[src/rtl/fib_bcd_if.sv]
// Handshake bundle for the binary-to-BCD converter: start request with operand,
// busy/valid status and the packed BCD result with its significant-digit count.
interface fib_bcd_if #(
  parameter int WIDTH  = 32,
  parameter int DIGITS = 10
);
  logic                  i_stb;
  logic [WIDTH-1:0]      i_bin;
  logic                  i_ack;
  logic                  o_busy;
  logic                  o_valid;
  logic [4*DIGITS-1:0]   o_bcd;
  logic [4:0]            o_ndigits;

  modport master (
    output i_stb, i_bin, i_ack,
    input  o_busy, o_valid, o_bcd, o_ndigits
  );

  modport slave (
    input  i_stb, i_bin, i_ack,
    output o_busy, o_valid, o_bcd, o_ndigits
  );
endinterface

[src/rtl/fib_bcd.sv]
// Sequential double-dabble converter: one binary bit per cycle into a packed BCD
// accumulator, result held in DONE until acknowledged.
module fib_bcd #(
  parameter int WIDTH  = 32,
  parameter int DIGITS = 10
) (
  input  logic         i_clk,
  input  logic         i_reset,
  fib_bcd_if.slave     bus
);
  localparam int CW = $clog2(WIDTH + 1);
  localparam int BW = 4 * DIGITS;

  typedef enum logic [1:0] {
    IDLE  = 2'd0,
    SHIFT = 2'd1,
    DONE  = 2'd2
  } state_e;

  state_e          state_q, state_d;
  logic [WIDTH-1:0] bin_q, bin_d;
  logic [BW-1:0]    bcd_q, bcd_d;
  logic [CW-1:0]    cnt_q, cnt_d;
  logic [4:0]       ndigits_q, ndigits_d;
  logic [BW-1:0]    adj_s;
  logic             busy_s, valid_s;

  function automatic logic [BW-1:0] add3_digits(input logic [BW-1:0] bcd);
    logic [BW-1:0] r;
    logic [3:0]    dig;
    r = '0;
    for (int d = 0; d < DIGITS; d++) begin
      dig = bcd[4*d +: 4];
      r[4*d +: 4] = (dig >= 4'd5) ? dig + 4'd3 : dig;
    end
    return r;
  endfunction

  // Highest nonzero digit position plus one; an all-zero value still has one digit.
  function automatic logic [4:0] count_digits(input logic [BW-1:0] bcd);
    logic [4:0] n;
    n = 5'd1;
    for (int d = 0; d < DIGITS; d++) begin
      if (bcd[4*d +: 4] != 4'd0) begin
        n = 5'(d + 1);
      end else begin
        n = n;
      end
    end
    return n;
  endfunction

  // State and datapath registers
  always_ff @(posedge i_clk) begin
    if (i_reset) begin
      state_q   <= IDLE;
      bin_q     <= '0;
      bcd_q     <= '0;
      cnt_q     <= '0;
      ndigits_q <= 5'd1;
    end else begin
      state_q   <= state_d;
      bin_q     <= bin_d;
      bcd_q     <= bcd_d;
      cnt_q     <= cnt_d;
      ndigits_q <= ndigits_d;
    end
  end

  // Next-state logic
  always_comb begin
    state_d = state_q;
    case (state_q)
      IDLE:    state_d = bus.i_stb ? SHIFT : IDLE;
      SHIFT:   state_d = (cnt_q == CW'(1)) ? DONE : SHIFT;
      DONE:    state_d = bus.i_ack ? IDLE : DONE;
      default: state_d = IDLE;
    endcase
  end

  // Datapath: load on accept, adjust-then-shift while converting, hold otherwise
  always_comb begin
    adj_s = add3_digits(bcd_q);
    bin_d = bin_q;
    bcd_d = bcd_q;
    cnt_d = cnt_q;
    case (state_q)
      IDLE: begin
        if (bus.i_stb) begin
          bin_d = bus.i_bin;
          bcd_d = '0;
          cnt_d = CW'(WIDTH);
        end else begin
          bin_d = bin_q;
        end
      end
      SHIFT: begin
        {bcd_d, bin_d} = {adj_s[BW-2:0], bin_q, 1'b0};
        cnt_d          = cnt_q - CW'(1);
      end
      DONE:    bcd_d = bcd_q;
      default: bcd_d = bcd_q;
    endcase
    ndigits_d = count_digits(bcd_d);
  end

  // Status outputs decoded from the state register
  always_comb begin
    busy_s  = (state_q != IDLE);
    valid_s = (state_q == DONE);
  end

  assign bus.o_busy    = busy_s;
  assign bus.o_valid   = valid_s;
  assign bus.o_bcd     = bcd_q;
  assign bus.o_ndigits = ndigits_q;
endmodule

[src/flat_wrapper.sv]
// flat-port wrapper written by rule: the top's interface ports become plain ports
module fib_bcd_flat 
#(
  parameter int WIDTH  = 32,
  parameter int DIGITS = 10
)
  (i_clk, i_reset, bus_i_stb, bus_i_bin, bus_i_ack, bus_o_busy, bus_o_valid, bus_o_bcd, bus_o_ndigits);
  fib_bcd_if #(.WIDTH(WIDTH), .DIGITS(DIGITS)) bus_i ();
  input  logic i_clk;
  input  logic i_reset;
  input wire logic [$bits(bus_i.i_stb)-1:0] bus_i_stb;
  input wire logic [$bits(bus_i.i_bin)-1:0] bus_i_bin;
  input wire logic [$bits(bus_i.i_ack)-1:0] bus_i_ack;
  output wire logic [$bits(bus_i.o_busy)-1:0] bus_o_busy;
  output wire logic [$bits(bus_i.o_valid)-1:0] bus_o_valid;
  output wire logic [$bits(bus_i.o_bcd)-1:0] bus_o_bcd;
  output wire logic [$bits(bus_i.o_ndigits)-1:0] bus_o_ndigits;
  assign bus_i.i_stb = bus_i_stb;
  assign bus_i.i_bin = bus_i_bin;
  assign bus_i.i_ack = bus_i_ack;
  assign bus_o_busy = bus_i.o_busy;
  assign bus_o_valid = bus_i.o_valid;
  assign bus_o_bcd = bus_i.o_bcd;
  assign bus_o_ndigits = bus_i.o_ndigits;
  fib_bcd #(.WIDTH(WIDTH), .DIGITS(DIGITS)) u_core (.i_clk(i_clk), .i_reset(i_reset), .bus(bus_i));
endmodule
[config.mk]
export PLATFORM = sky130hd
export DESIGN_NAME = fib_bcd_flat
export DESIGN_NICKNAME = d
export VERILOG_FILES = /design/src/rtl/fib_bcd_if.sv /design/src/rtl/fib_bcd.sv /design/src/flat_wrapper.sv
export SDC_FILE = /design/constraint.sdc
export NUM_CORES = 1
export LEC_CHECK = 0
export CORE_MARGIN = 2
export CORE_UTILIZATION = 48
export CTS_BUF_LIST = sky130_fd_sc_hd__clkbuf_16
export DETAILED_ROUTE_END_ITERATION = 8
export GPL_ROUTABILITY_DRIVEN = 0
export GPL_TIMING_DRIVEN = 0
export PLACE_DENSITY = 0.77
export SLEW_MARGIN = 20
export SYNTH_ARGS = -nofsm -noshare
export SYNTH_HDL_FRONTEND = slang
export SYNTH_SLANG_ARGS = --single-unit
[constraint.sdc]
create_clock -name i_clk -period 2.05 [get_ports i_clk]
set_input_delay 0.41 -clock i_clk [delete_from_list [all_inputs] [get_ports i_clk]]
set_output_delay 0.41 -clock i_clk [all_outputs]
set_load 0.01 [all_outputs]
## Word level (Yosys, flattened, before mapping)

Cells that the tools add are included.
Widths: inputs -> output; s select.

- Add/subtract/negate cells: 11
- Order comparisons: 10
- Eq/ne operators: 4
- Muxes and demuxes: 29
- Reductions and logical operators: 15

Operator list:

| cell | number |
|---|---|
| $pmux 40 s2 | 1 |
| $pmux 32 s2 | 1 |
| $mux 4 | 12 |
| $ge 4x3->1 const B | 10 |
| $mux 40 | 1 |
| $add 4x2->4 const B | 9 |
| $reduce_bool 4->1 | 9 |
| $mux 32 | 1 |
| $mux 3 | 5 |
| $pmux 6 s2 | 1 |
| $reduce_or 9->1 | 1 |
| $mux 2 | 4 |
| $eq 6x1->1 const B | 1 |
| $mux 6 | 1 |
| $pmux 2 s3 | 1 |
| $sub 6x1->6 const B | 1 |
| $reduce_bool 2->1 | 2 |
| $reduce_or 4->1 | 1 |
| $add 3x2->3 const B | 1 |
| $eq 2x1->1 const B | 1 |
| $eq 2x2->1 const B | 1 |
| $logic_not 2->1 | 1 |
| $ne 2x2->1 const B | 1 |
| $reduce_and 2->1 | 1 |
| $mux 1 | 1 |

- Register bits after elaboration: 85
- Output and inout bits: 47
- Word-level logic and storage cells: 77

## Longest topological paths before layout

- Depth in word-level cells: 13
- Mapped depth: 9
- Mapped depth without buffers: 9

## Least setup slack after synthesis

Ideal clock, no wire load.

- Path kind: register to register
- From: register u_core.bcd_q[9], in the netlist u_core.bus.o_bcd[9]
- To: register u_core.ndigits_q[0], in the netlist u_core.bus.o_ndigits[0]
- Setup time: 122 ps
- Data arrival time: 2222 ps
- Required time: 1928 ps
- Slack: -294 ps
- Cell stages (with the launch flop): 10
- Clock period less this slack: 2344 ps
- Cell sequence: dfxtp_1 inv_1 ha_1 nand2b_1 a21oi_1 mux2_2 nor4_2 nor2b_1 o221ai_1 a221o_1

- Cells in the longest elaborated chain, start to end: 12

Ends and longest elaborated chain:

| item | line | text |
|---|---|---|
| start, declared | fib_bcd.sv:22 | `logic [BW-1:0] bcd_q, bcd_d;` |
| start signal, assigned | fib_bcd.sv:58 | `bcd_q <= '0;` |
| start signal, assigned | fib_bcd.sv:64 | `bcd_q <= bcd_d;` |
| $add 4x2->4 or $ge 4x3->1 (tied branches) | fib_bcd.sv:34 | `r[4*d +: 4] = (dig >= 4'd5) ? dig + 4'd3 : dig;` |
| $mux 4 | fib_bcd.sv:34 |  |
| $pmux 40 s2 * | fib_bcd.sv:87 | `case (state_q)` |
| $reduce_bool 4->1 | fib_bcd.sv:44 | `if (bcd[4*d +: 4] != 4'd0) begin` |
| $mux 2 | fib_bcd.sv:44 |  |
| $mux 3 * (4 in a row) | fib_bcd.sv:44 |  |
| $mux 4 * (3 in a row) | fib_bcd.sv:44 |  |
| end signal, assigned | fib_bcd.sv:66 | `ndigits_q <= ndigits_d;` |
| end, declared | fib_bcd.sv:24 | `logic [4:0] ndigits_q, ndigits_d;` |

Mark *: on every way between the ends. The rest lies on a longest branch, timed or not. The select of a mux whose other input is x is not followed.
A chain may end at the register's enable or synchronous reset.

## Worst setup path after layout

- From: register u_core.bcd_q[5], in the netlist u_core.bus.o_bcd[5]
- To: register u_core.ndigits_q[1], in the netlist u_core.bus.o_ndigits[1]

- Cells in the longest elaborated chain, start to end: 13

Ends and longest elaborated chain:

| item | line |
|---|---|
| $add 4x2->4 or $ge 4x3->1 (tied branches) | fib_bcd.sv:34 |
| $mux 4 | fib_bcd.sv:34 |
| $pmux 40 s2 * | fib_bcd.sv:87 |
| $reduce_bool 4->1 | fib_bcd.sv:44 |
| $mux 2 | fib_bcd.sv:44 |
| $mux 2 * | fib_bcd.sv:44 |
| $mux 3 * (4 in a row) | fib_bcd.sv:44 |
| $mux 4 * (3 in a row) | fib_bcd.sv:44 |

Marks and branches as above.

==> summary.md <==
| Metric | Value |
|---|---|
| Crit path cell chain | `inv_4 > ha_4 > nand2b_4 > a211o_1 > a221o_1 > a211oi_2 > nand2_1 > a211oi_2 > o22ai_1` |
| CTS tree | `yes` |
| Clock sinks | `84` |
| Layout area overhead | `43.6%` |
| Area occupied by multi-input gates | `3120 um^2` |
| R2R Setup Slk | `-0.21 ns` |
| Gr busiest metal | `met2` |
| Crit path max fanout | `3` |
| Outcome | `finished with violations` |
| CORE AREA | `9280 um^2` |
| Starting Density | `0.497` |
| Tmin final | `2.26 ns` |
| Layout Skew | `0.00858 ns` |
| Routed wire per std cell | `16.5 um` |
| Final std cells w/o fill | `838` |
| Failing checks | `setup timing` |
| Max_cap viols | `0` |
| Die Ht | `102 um` |
| HP Start | `u_core.bin_q[29]` |
| Async S/R FF share, synth | `0` |
| Initial DRT Pass Iterations | `5` |
| Reg clk slew, reported paths | `0.07 ns` |
| Seq/Total Area, Yosys | `0.365` |
| Fin. Hold Viols | `0` |
| Met3 Usage GRT | `0.0417` |
| Primary FF master, synth | `dfxtp_1` |
| Setup TNS | `-0.411 ns` |
| Hold Path Cell Cnt | `2` |
| Vias in the first global route | `4504` |
| Most frequent cells in the layout | `nand2_1, clkdlybuf4s50_1, nor2_1` |
| Cells after DPL | `797` |
| Cell Pwr Density | `583 nW/um^2` |
| Pre-CTS setup slack | `-0.850 ns` |
| Initial antenna violation count | `0` |
| Endpoint of the worst hold path | `u_core.bin_q[30]` |
| XOR/XNOR Fraction of Synth Area | `0.0133` |
| Final wirelength | `roughly 14000 um` |
| Met1 usage | `0.338` |
| Most common cell after layout, fill and taps aside | `nand2_1` |
| Crit Path Class | `register to register` |
| Post-Syn Area | `4610 um^2` |
| Post-synthesis mux area share | `0.0163` |
| Compound-gate portion of the synthesized area | `0.234` |
| First DRT Iteration DRCs | `between 200 and 300` |
| Final setup fails | `2` |
| Avg Cell Area, Syn | `~7.9 um^2` |
| Adder-cell share of the synthesized area | `0.0597` |
| Reg area | `1720 um^2` |
| CP Launch Type | `register` |
| Fin nets | `762` |
| Ratio of cells with drive above 1 in the final layout | `0.221` |
| First-pass GRT wire length | `21300 um` |
| Simple-gate area share of the yosys netlist | `0.252` |
| Pin count of the biggest net entering global routing | `17` |
| Pins Over Slew Limit | `0` |
| IO buf count | `81` |
| Deepest clock path buffer count | `2` |
| Clock Latency Late Sink | `0.35 ns` |
| Synth cell types | `60` |
| Tot Pwr | `3.86 mW` |
| RSZ-0062 raised after global routing | `yes` |
| Row cnt | `35` |
| Worst hold slack | `between 0.4 and 0.5 ns` |
| Achievable clock frequency | `442 MHz` |
| Total CTS buffers | `9` |
| Maximum vdd ir drop | `408 uV` |
| CP dominant cell by count | `a211oi_2` |
| Top Ports | `83` |
| H-tree Lvls | `3` |
| Post-DP HPWL | `just over 9000 um` |
| Post-Syn Instances | `~590` |
| Slowest CP cell | `dfxtp_4` |
| Global Route met2 Usage | `0.423` |
| Reg2Reg Capture Point | `u_core.bus.o_ndigits[1]` |
| Worst R2R Start | `u_core.bus.o_bcd[5]` |
| Synth warn | `0` |
| Hold Path Class | `register to register` |
| Slew margin rel. | `0.561` |
| Die Footprint | `approximately 10000 um^2` |
| EDFF count, synth | `0` |
| GRT overflow | `0` |
| Final period util | `1.10` |
| Crit end category | `register` |
| Actual slew at the worst max-slew pin | `0.650 ns` |
| Total number of vias | `4849` |
| P_leak | `2.52 nW` |
| Chip width | `102 um` |
| CP peak stage delay | `about 0.36 ns` |
| Syn nets | `645` |
| Final ANT Viol Nets | `0` |
| N_diodes | `0` |
| GRT Overall Usage | `0.257` |
| Req. time, crit path | `2.25 ns` |
| Clock root buffer master | `clkbuf_16` |
| Main combinational cell family by area after synthesis | `simple AND/OR/NAND/NOR gates` |
| Vias per inst | `5.79` |
| Worst Path Arrival | `2.46 ns` |
| Cells on worst reg2reg path | `9` |
| Seq cells post-synth | `84` |
| DRC viols | `0` |
| Setup ws final | `-0.211 ns` |
| Fill cell count | `just under 700` |
## synth_stat cells, drive strengths merged, types with 2 or more instances
library cell	count	share of area
nand2	92	0.075
dfxtp	84	0.36
nor2	76	0.062
a311oi	31	0.059
inv	29	0.024
a21oi	23	0.025
clkbuf	23	0.019
ha	22	0.060
o21ai	22	0.024
nor2b	20	0.027
buf	16	0.017
a22oi	15	0.024
nand2b	14	0.019
nor3	10	0.011
nand3	9	0.0098
xnor2	7	0.013
a31oi	6	0.0081
o22ai	6	0.0081
and2	5	0.0068
a211oi	4	0.0065
a221oi	4	0.0076
a22o	4	0.0076
mux2	4	0.0098
nor4bb	4	0.0087
or3	4	0.0054
a2111o	3	0.0073
a21o	3	0.0049
a2bb2oi	3	0.0057
a32oi	3	0.0057
mux2i	3	0.0065
nand4	3	0.0041
nor3b	3	0.0049
o311ai	3	0.0057
a221o	2	0.0043
a41oi	2	0.0038
nand3b	2	0.0033
nor4	2	0.0041
o2111ai	2	0.0038
o211ai	2	0.0033
o21a	2	0.0033
## report_power, final
group          internal, mW  switching [mW]  leakage (nW)  total, mW
combinational         0.217           0.307          1.69      0.523
clock                 0.841           0.745         0.138       1.59
sequential             1.70          0.0518         0.698       1.75
total                  2.76            1.10          2.52       3.86
## state kept, by name (all words and copies together), names as in the netlist
signal,cells
u_core.bus.o_bcd,40
u_core.bus.o_ndigits,4
u_core.cnt_q,6
u_core.state_q,2
u_core.bin_q,32
## cell type report
cell class                 count  share of cell area
buffer                        38              0.0317
inverter                      29              0.0183
multi-input combinational    435               0.470
clock inverter                 7             0.00888
clock buffer                   9              0.0340
sequential                    84               0.260
timing repair buffer         107               0.152
tap                          129              0.0244
## critical path, delay by kind of cell (launching register included)
family / cells / cell delay, ns
AOI/OAI and AO/OA: 5 / 1.25
buffers and inverters: 1 / 0.05
adders and majority gates: 1 / 0.15
DFF: 1 / 0.36
and+or+nand+nor: 2 / 0.30
## kinds of logic (layout without fill, tap and decap cells)
kind of cell,Yosys count,after routing
mux,7,7
buf+inv,68,190
compound gates,148,148
xor+xnor,7,7
fa+ha+maj,22,22
flops,84,84
other cells,1,1
simple gates,250,250
## worst max-delay path by stage
stage,cells after the start,from,to
2_1_floorplan,9,u_core.bus.o_bcd[37],u_core.bus.o_ndigits[0]
3_3_place_gp,6,bus_i_stb,u_core.bin_q[25]
3_5_place_dp,6,bus_i_stb,u_core.bin_q[6]
4_1_cts,9,u_core.bus.o_bcd[5],u_core.bus.o_ndigits[1]
5_1_grt,9,u_core.bus.o_bcd[37],u_core.bus.o_ndigits[0]
6_report,9,u_core.bus.o_bcd[5],u_core.bus.o_ndigits[1]
## routing by layer
layer	vias to the layer above	wire (um)	part of all wire
met5	-	0	0
met4	0	318	0.023
met3	27	827	0.060
met2	187	6600	0.48
met1	2315	6050	0.44
li1	2320	-	-
## stage by stage
| stage | utilization | instance area, um^2 |
|---|---|---|
| detailed placement | 0.609 | 5650 |
| floorplan | - | 4680 |
| global route | 0.713 | 6620 |
| CTS | 0.675 | 6270 |
| global placement | 0.609 | 5650 |
| finish | 0.713 | 6620 |
## what timing repair did
item	in CTS	in global routing
hold buffers	0	0
gates resized for setup	65	69
buffers inserted	15	11
pin swaps	23	18
setup endpoints to repair	65	24
cloned	0	0
(Power assumes the default switching activity.)
